### config.mk
export PLATFORM = sky130hd
export DESIGN_NAME = div_param
export DESIGN_NICKNAME = d
export VERILOG_FILES = /design/src/rtl/div_param_pkg.sv /design/src/rtl/div_step.sv /design/src/rtl/div_param.sv
export SDC_FILE = /design/constraint.sdc
export NUM_CORES = 1
export LEC_CHECK = 0
export BUFFER_PORTS_ARGS = -buffer_cell sky130_fd_sc_hd__buf_4
export CAP_MARGIN = 10
export CORE_MARGIN = 5
export CORE_UTILIZATION = 57
export DETAILED_ROUTE_END_ITERATION = 12
export PLACE_DENSITY = 0.9
export SETUP_SLACK_MARGIN = 0.3
export SKIP_CTS_REPAIR_TIMING = 1
export SLEW_MARGIN = 20
export SYNTH_ARGS = -nofsm -noshare
export SYNTH_HDL_FRONTEND = slang
export SYNTH_SLANG_ARGS = --single-unit
### constraint.sdc
create_clock -name clk -period 3.7 [get_ports clk]
set_input_delay 0.185 -clock clk [delete_from_list [all_inputs] [get_ports clk]]
set_output_delay 0.185 -clock clk [all_outputs]
set_load 0.01 [all_outputs]
### src/rtl/div_param_pkg.sv
// Shared state encodings and level constants for the parametrised restoring divider.
package div_param_pkg;

    typedef enum logic [1:0] {
        DivFree   = 2'b00,
        DivByZero = 2'b01,
        DivOn     = 2'b10,
        DivEnd    = 2'b11
    } div_state_e;

    localparam logic DivResultReady    = 1'b1;
    localparam logic DivResultNotReady = 1'b0;
    localparam logic DivStart          = 1'b1;
    localparam logic DivStop           = 1'b0;

endpackage

### src/rtl/div_step.sv
// One restoring-division iteration: shift {rem,quot} left, trial-subtract the divisor,
// keep the difference when it is non-negative and shift the outcome into the quotient.
module div_step #(
    parameter int WIDTH = 32
) (
    input  logic [WIDTH-1:0] rem,
    input  logic [WIDTH-1:0] quot,
    input  logic [WIDTH-1:0] divisor,
    output logic [WIDTH-1:0] rem_next,
    output logic [WIDTH-1:0] quot_next
);

    logic [WIDTH:0] diff;
    logic           take;

    // rem < divisor always holds, so a set rem MSB means the shifted value exceeds the divisor
    assign diff      = {1'b0, rem[WIDTH-2:0], quot[WIDTH-1]} - {1'b0, divisor};
    assign take      = rem[WIDTH-1] | ~diff[WIDTH];
    assign rem_next  = take ? diff[WIDTH-1:0] : {rem[WIDTH-2:0], quot[WIDTH-1]};
    assign quot_next = {quot[WIDTH-2:0], take};

endmodule

### src/rtl/div_param.sv
// Iterative restoring divider beside EX: FSM, step counter, sign fix-up and output registers.
// Result is {remainder, quotient}; EX holds start_i until it has consumed the result.
module div_param
    import div_param_pkg::*;
#(
    parameter int WIDTH       = 32,
    parameter bit ZERO_RESULT = 1'b1
) (
    input  logic               clk,
    input  logic               rst,
    input  logic               signed_div_i,
    input  logic [WIDTH-1:0]   opdata1_i,
    input  logic [WIDTH-1:0]   opdata2_i,
    input  logic               start_i,
    input  logic               annul_i,
    output logic [2*WIDTH-1:0] result_o,
    output logic               ready_o,
    output logic               busy_o,
    output logic               div_by_zero_o
);

    localparam int            CW      = $clog2(WIDTH + 1);
    localparam logic [CW-1:0] CntLast = CW'(WIDTH);

    div_state_e         state, state_next;
    logic [CW-1:0]      cnt;
    logic [WIDTH-1:0]   rem, quot, divisor;
    logic [WIDTH-1:0]   rem_next, quot_next;
    logic [WIDTH-1:0]   op1_abs, op2_abs;
    logic [WIDTH-1:0]   quot_fixed, rem_fixed;
    logic               neg_quot, neg_rem;
    logic               accept, dbz;
    logic [2*WIDTH-1:0] result;

    assign accept     = (state == DivFree) && (start_i == DivStart) && !annul_i;
    assign op1_abs    = (signed_div_i && opdata1_i[WIDTH-1]) ? -opdata1_i : opdata1_i;
    assign op2_abs    = (signed_div_i && opdata2_i[WIDTH-1]) ? -opdata2_i : opdata2_i;
    assign quot_fixed = neg_quot ? -quot : quot;
    assign rem_fixed  = neg_rem ? -rem : rem;

    div_step #(.WIDTH(WIDTH)) u_step (
        .rem       (rem),
        .quot      (quot),
        .divisor   (divisor),
        .rem_next  (rem_next),
        .quot_next (quot_next)
    );

    always_ff @(posedge clk) begin
        if (rst) begin
            state <= DivFree;
        end else begin
            state <= state_next;
        end
    end

    always_comb begin
        state_next = state;
        case (state)
            DivFree: begin
                if (accept) begin
                    state_next = (opdata2_i == '0) ? DivByZero : DivOn;
                end
            end
            DivByZero: state_next = annul_i ? DivFree : DivEnd;
            DivOn: begin
                if (annul_i) begin
                    state_next = DivFree;
                end else if (cnt == CntLast) begin
                    state_next = DivEnd;
                end
            end
            DivEnd: begin
                if (start_i == DivStop) begin
                    state_next = DivFree;
                end
            end
            default: state_next = DivFree;
        endcase
    end

    // Magnitudes are divided unsigned; the latched sign flags restore signs on the final cycle
    always_ff @(posedge clk) begin
        if (rst) begin
            cnt      <= '0;
            rem      <= '0;
            quot     <= '0;
            divisor  <= '0;
            neg_quot <= 1'b0;
            neg_rem  <= 1'b0;
            result   <= '0;
            dbz      <= 1'b0;
        end else begin
            case (state)
                DivFree: begin
                    if (accept) begin
                        rem      <= '0;
                        quot     <= op1_abs;
                        divisor  <= op2_abs;
                        cnt      <= '0;
                        neg_quot <= signed_div_i && (opdata1_i[WIDTH-1] ^ opdata2_i[WIDTH-1]);
                        neg_rem  <= signed_div_i && opdata1_i[WIDTH-1];
                        dbz      <= 1'b0;
                    end
                end
                DivByZero: begin
                    if (!annul_i) begin
                        result <= '0;
                        dbz    <= 1'b1;
                    end
                end
                DivOn: begin
                    if (!annul_i) begin
                        if (cnt != CntLast) begin
                            rem  <= rem_next;
                            quot <= quot_next;
                            cnt  <= cnt + 1'b1;
                        end else begin
                            result <= {rem_fixed, quot_fixed};
                        end
                    end
                end
                DivEnd: begin
                    if (start_i == DivStop) begin
                        dbz <= 1'b0;
                        if (ZERO_RESULT) begin
                            result <= '0;
                        end
                    end
                end
                default: ;
            endcase
        end
    end

    assign ready_o       = (state == DivEnd) ? DivResultReady : DivResultNotReady;
    assign busy_o        = (state != DivFree);
    assign result_o      = result;
    assign div_by_zero_o = dbz;

endmodule
==> results of run 1 <==
cells in the mapped netlist, types with 3 or more instances:
master / instances
o41ai_1: 21
a31oi_1: 3
nand2b_1: 12
o21ai_0: 134
dfxtp_1: 171
o21a_1: 4
o21bai_1: 4
nor2_1: 131
nor4_1: 6
nand2_1: 217
o21ai_1: 3
and3_1: 7
or4_1: 16
nor2b_1: 4
nand4_1: 8
a22oi_1: 38
nand3_1: 25
ha_1: 43
inv_1: 51
a21oi_1: 115
xnor2_1: 75
a311oi_1: 4
and2_1: 6
nor3_1: 16
mux2i_1: 3
a32oi_1: 3
or2_2: 8
or3_1: 13
clkbuf_1: 68
a21o_1: 17
o31ai_1: 27
xor2_1: 71
buf_1: 7
nand3b_1: 3
a211oi_1: 32
worst max-delay path, delay by kind of cell (launching register included):
kind / cells / cell delay (ns)
fa+ha+maj: 2 / 0.43
flops: 1 / 0.31
buf+inv: 1 / 0.20
simple gates: 2 / 0.27
xor+xnor: 1 / 0.19
compound gates: 7 / 1.67
layout make-up:
cell class | instances | area share
clock buffers | 17 | 0.03450
clock inverters | 15 | 0.01269
inverters | 51 | 0.01553
multi-input cells | 1097 | 0.5404
flip-flops and latches | 171 | 0.2778
well taps | 229 | 0.02324
repair buffers | 157 | 0.09590
per-stage QoR:
| step | worst slack [ns] | utilization | hold slack, ns | area, um^2 |
|---|---|---|---|---|
| floorplan | 0.8177 | - | 0.3210 | 10550 |
| global placement | 0.5546 | 0.6484 | 0.4362 | 11730 |
| detailed placement | 0.4597 | 0.6484 | 0.4450 | 11730 |
| CTS | 0.3456 | 0.6806 | 0.05290 | 12310 |
| global route | 0.2886 | 0.6817 | 0.05151 | 12330 |
| finish | 0.4706 | 0.6817 | 0.05001 | 12330 |
flip-flops by register name, summed over array words and instances (netlist names):
name / flops
div_by_zero_o: 1
rem: 32
state: 2
divisor: 32
neg_quot: 1
quot: 32
cnt: 6
result_o: 64
neg_rem: 1
cells by family after synthesis:
family / Yosys count / share of synthesized area
compound gates: 420 / 0.2455
xor+xnor: 146 / 0.1212
fa+ha+maj: 44 / 0.05290
buf+inv: 128 / 0.04661
flops: 171 / 0.3245
mux: 3 / 0.002847
simple gates: 484 / 0.2064
routing by layer:
metal	track usage	wire length, um	part of all wire	up-vias
met4	0.1044	989	0.035	0
met2	0.4161	13270	0.46	403
met5	0	0	0	-
met1	0.3470	12580	0.44	4833
li1	-	-	-	5125
met3	0.04648	1794	0.063	77
worst paths after layout:
path                     start      endpoint  slack [ns]
hold / removal    opdata2_i[0]    divisor[0]        0.05
hold reg to reg   result_o[59]  result_o[59]        0.45
setup reg to reg      quot[31]       rem[30]        0.47
setup / recovery      quot[31]       rem[30]        0.47
cell usage in the layout, fill, tap and decap left out, types with 4 or more instances in the layout:
cell type and count:
or2_2 8, nor4_1 6, o21ai_0 134, ha_1 42, or4_1 16, nand2b_1 12, nor2b_1 4, inv_1 51
and3_1 7, a21o_1 17, a311oi_1 4, o41ai_1 21, inv_6 4, a21oi_1 113, and2_1 5, or3_1 13
buf_4 156, a22oi_1 38, dfxtp_1 170, nor2_1 130, clkbuf_16 17, xor2_1 71, o21bai_1 4, nor3_1 16
o31ai_1 27, nand2_1 217, nand4_1 8, o21a_1 4, xnor2_1 75, a211oi_1 32, nand3_1 24
report_power, final:
part | switching [W] | internal (W) | total (W)
clock network | 0.000820 | 0.000951 | 0.00177
logic | 0.00176 | 0.00102 | 0.00278
registers | 0.000199 | 0.00202 | 0.00222
total | 0.00278 | 0.00399 | 0.00677
==> impl_metrics.toml, run 1 <==
[grt]
grt_pass1_wl_um = 46730
grt_pass1_vias = 9636
grt_max_degree = 79
antenna_found_initial = 0
grt_util_all_layers = 0.2590
grt_overflow = 0

[sta]
max_freq_mhz = 309.7
fin_skew_ns = 0.01133
slew_violations = 0
worst_pin_slew_ns = 1.022
setup_viol = 0
min_period_ns = 3.229
setup_tns_ns = 0
finalHoldViolations = 0
grt_setup_unrepaired = "false"
slew_headroom = 0.3186
timing.final.crit_share = 0.8728

[power_and_ir_drop]
ir_worst_vdd_mv = 0.5877
powerDensity_nw_per_um2 = 549.4
p_leak_nw = 4.943
p_total_w = 0.006774

[place]
gp_congestion = 0.9627
io_buffers = 135
dp_hpwl_um = 21150
dp.cells = 1705

[final_layout]
fillers = 1455
drive_gt1_frac = 0.1419
layout.cells.non_filler = 1737
final_nets = 1608
seqCellArea_um2 = 3425
multi_input_area_um2 = 6663
area.growth.synth_to_final_pct = 16.88
antennaDiodeCount = 0

[floorplanning]
ioPinCount = 136
die_x_um = 146.0
die_area_um2 = 21330
start_util = 0.5833
die_y_um = 146.0
rows = 49
core_um2 = 18090

[logic_synthesis]
yosys_most_used_dff = "dfxtp_1"
synth_top_cell_by_area = "dfxtp_1"
ys_types = 59
ys_warn_count = 0
yosysSeqAreaShare = 0.3245
synth-edff-count = 0
synth_area_leaders = "dfxtp_1 (32%), nand2_1 (7.7%), o21ai_0 (6.4%)"
synthArstFlopShare = 0
synthCells = 1396
syn_area_um2 = 10550
syn-num-nets = 1509
ys_seq_elements = 171
netlist.area_leader.share = 0.3245
syn_avg_cell_area_um2 = 7.556

[critical_path]
rr_worst_depth = 13
critPathMaxStageDelay_ns = 0.32
cpMostUsedCell = "o21ai_0"
slowest_stage = "a221oi_1"
critPathKind = "reg2reg"
critPathMaxFanout = 3
crit_required_ns = 4.00
worstSetupStartpointType = "register"
cp_data_arrival_time_ns = 3.53
end_kind = "register"
cp_cell_sequence = "inv_1, ha_1, fa_1, nor2b_1, o21ai_0, a21oi_2, o211ai_1, nand4_1, a21o_1, a41o_1, a221oi_1, xor2_1, o21ai_0"

[routing]
antenna_left = 0
vias = 10440
avgRoutedWirePerCell_um = 16.48
route.detailed.drc = 0
drt_wl_total_um = 28630
drt-pass1-iter-count = 6
via_per_inst = 6.009
drt_iter0_drc = 1037

[clock_tree]
cts_sinks = 171
clk_pin_slew_worst_paths_ns = 0.07
h-tree-depth = 4
worst_skew_pair.late_latency_ns = 0.44
clockBufferDepth = 2
tritoncts = "yes"
cts_root_buf = "clkbuf_16"
cts_buffers = 17

[outcome]
status = "complete, no violations"

[worst_hold_path]
hold_class = "in2reg"
hold_path_depth = 3

[run]
maxCapViolCount = 0
Note: power is estimated with default switching activity, not from simulation.
==> run 2, diff against run 1 <==
--- a/config.mk
+++ b/config.mk
@@ -5,12 +5,13 @@
 export SDC_FILE = /design/constraint.sdc
 export NUM_CORES = 1
 export LEC_CHECK = 0
+export ABC_AREA = 1
 export BUFFER_PORTS_ARGS = -buffer_cell sky130_fd_sc_hd__buf_4
 export CAP_MARGIN = 10
 export CORE_MARGIN = 5
 export CORE_UTILIZATION = 57
 export DETAILED_ROUTE_END_ITERATION = 12
-export PLACE_DENSITY = 0.9
+export PLACE_DENSITY = 0.89
 export SETUP_SLACK_MARGIN = 0.3
 export SKIP_CTS_REPAIR_TIMING = 1
 export SLEW_MARGIN = 20
==> run 2 against run 1 <==
Non-clock buffer count shrank 10. Critical endpoint is now result_o[12]. Utilization down 2.9 points. Critical path type unchanged. Setup slack better by 0.44 ns.
==> impl_metrics.toml, run 2 <==
[logic_synthesis]
syn-num-nets = 2342
netlist.area_leader.share = 0.2614
ys_types = 50
post-synth-top-count-cell = "nand2_1"
synthArstFlopShare = 0
ys_seq_elements = 171
syn_avg_cell_area_um2 = 5.875
synth-edff-count = 0
synthTopCellsByCount = "nand2_1 (622), inv_1 (347), nand3_1 (220)"
yosysSeqAreaShare = 0.2614
ys_warn_count = 0
synth_area_leaders = "dfxtp_1 (26%), nand2_1 (18%), inv_1 (9.9%)"
syn_area_um2 = 13100
yosys_most_used_dff = "dfxtp_1"
synthCells = 2229
synth_top_cell_by_area = "dfxtp_1"

[critical_path]
end_kind = "register"
slowest_stage = "inv_2"
r2r_end = "result_o[12]"
critPathKind = "reg2reg"
r2r_start = "state[0]"
crit_cells = 12
rr_worst_depth = 12
timing.critical_path.from = "state[0]"
worstSetupStartpointType = "register"
critPathMaxFanout = 37
endpoint = "result_o[12]"
cp_cell_sequence = "inv_1, ha_1, inv_1, o21ai_1, nor2_1, nand2_4, inv_6, nand2_4, inv_2, o21ai_1, a21o_1, a21oi_1"
critPathMaxStageDelay_ns = 0.60
critical-path-top-delay-family = "buffers and inverters"
rrSetupSlack_ns = 0.91
crit_required_ns = 4.06
cp_data_arrival_time_ns = 3.15
path_buf_inv = 4

[place]
dp_hpwl_um = 34150
place_ws_ns = 0.9792
place_area_um2 = 14200
gp_congestion = 1.010
io_buffers = 135

[routing]
via_per_inst = 5.762
route.detailed.drc = 0
drt_wl_total_um = 44280
avgRoutedWirePerCell_um = 16.96
drt_iter0_drc = 2064
antenna_left = 0
vias = 15040
drt-pass1-iter-count = 6

[floorplanning]
die_y_um = 161.6
core_um2 = 22640
ioPinCount = 136
start_util = 0.5784
die_area_um2 = 26110
rows = 55
die_x_um = 161.6

[sta]
worst_pin_slew_ns = 0.8561
slew_violations = 0
finalHoldViolations = 0
fin_skew_ns = 0.01098
max_freq_mhz = 358.8
timing.final.crit_share = 0.7532
fin_ws_ns = 0.9133
min_period_ns = 2.787
grt_setup_unrepaired = "false"
setup_tns_ns = 0
setup_viol = 0
hold_ws_ns = 0.04982
slew_headroom = 0.4286

[grt]
grt_overflow = 0
grt_max_degree = 74
grt_pass1_wl_um = 69610
grt_util_all_layers = 0.3293
grt_pass1_vias = 13300
antenna_found_initial = 0

[final_layout]
finalInstanceArea_um2 = 14770
multi_input_area_um2 = 7985
layout_common_cells = "nand2_1 (622), inv_1 (347), nand3_1 (220)"
fillers = 2123
seqCellArea_um2 = 3423
final_nets = 2426
drive_gt1_frac = 0.09290
area.growth.synth_to_final_pct = 12.75
largest_reg_flops = 64
final_common_cell = "nand2_1"
antennaDiodeCount = 0

[clock_tree]
cts_root_buf = "clkbuf_16"
clockBufferDepth = 2
cts_sinks = 171
clk_pin_slew_worst_paths_ns = 0.07
cts_buffers = 17
h-tree-depth = 4
tritoncts = "yes"
worst_skew_pair.late_latency_ns = 0.44

[power_and_ir_drop]
p_leak_nw = 7.448
ir_worst_vdd_mv = 0.5292
powerDensity_nw_per_um2 = 651.5

[outcome]
status = "complete, no violations"

[worst_hold_path]
hold_class = "in2reg"

[run]
maxCapViolCount = 0
[run 2: changes by cell type in the layout (fill, tap and decap cells not counted), moves of 17 or more]
cell / previous run / this run
nand3_1: 24 / 220
a22oi_1: 38 / 1
o31ai_1: 27 / 2
inv_1: 51 / 347
xnor2_1: 75 / 16
a21oi_1: 113 / 204
nand4_1: 8 / 35
o41ai_1: 21 / 1
a211oi_1: 32 / 2
xor2_1: 71 / 39
o21ai_0: 134 / 117
nand2_1: 217 / 622
nor2_1: 130 / 199
[run 2: worst min path at each step]
| stage | cells past startpoint | start | endpoint | slack [ns] |
|---|---|---|---|---|
| 6_report | 4 | opdata1_i[22] | quot[22] | 0.05 |
| 5_1_grt | 3 | opdata2_i[14] | divisor[14] | 0.07 |
| 3_3_place_gp | 2 | result_o[43] | result_o[43] | 0.45 |
| 2_1_floorplan | 2 | opdata1_i[31] | quot[31] | 0.34 |
| 4_1_cts | 4 | opdata1_i[22] | quot[22] | 0.04 |
| 3_5_place_dp | 2 | result_o[62] | result_o[62] | 0.46 |
[run 2: worst min-delay path, delay by kind of cell]
family                    cells  cell delay (ns)
AOI/OAI and AO/OA             1             0.05
buffers and inverters         1             0.10
and+or+nand+nor               1             0.05
xor gates and xnor gates      1             0.06
[run 2: layout make-up]
cell class	count	area share
multi-input combinational	1623	0.5408
clock buffer	18	0.02906
clock inverter	13	0.009405
tap	285	0.02415
inverter	353	0.09007
timing repair buffer	147	0.07473
sequential	171	0.2318
[run 2: cells by family after synthesis]
family | synth area share
simple gates | 0.3666
buf+inv | 0.1303
compound gates | 0.1623
flops | 0.2614
xor+xnor | 0.03678
fa+ha+maj | 0.04261
[run 2: per-stage QoR]
step	utilization	cells	total power (W)
final	0.6522	2610	0.009620
after global routing	0.6522	2610	0.01032
after CTS	0.6522	2610	0.009469
after detailed placement	0.6271	2579	0.007691
after global placement	0.6271	2579	0.007614
after floorplan	-	2229	0.006254
[run 2: report_power, final]
group	internal, W	switching, W	total, W	leakage (nW)
registers	0.00212	0.000355	0.00248	1.39
logic	0.00164	0.00374	0.00538	5.79
clock network	0.000942	0.000814	0.00176	0.267
[run 2: layer usage]
metal | part of all wire | GRT usage | vias to the layer above
met4 | 0.022 | 0.08608 | 0
met3 | 0.096 | 0.04389 | 66
met5 | 0 | 0 | -
met1 | 0.45 | 0.4974 | 6888
li1 | - | - | 7321
met2 | 0.43 | 0.4931 | 763
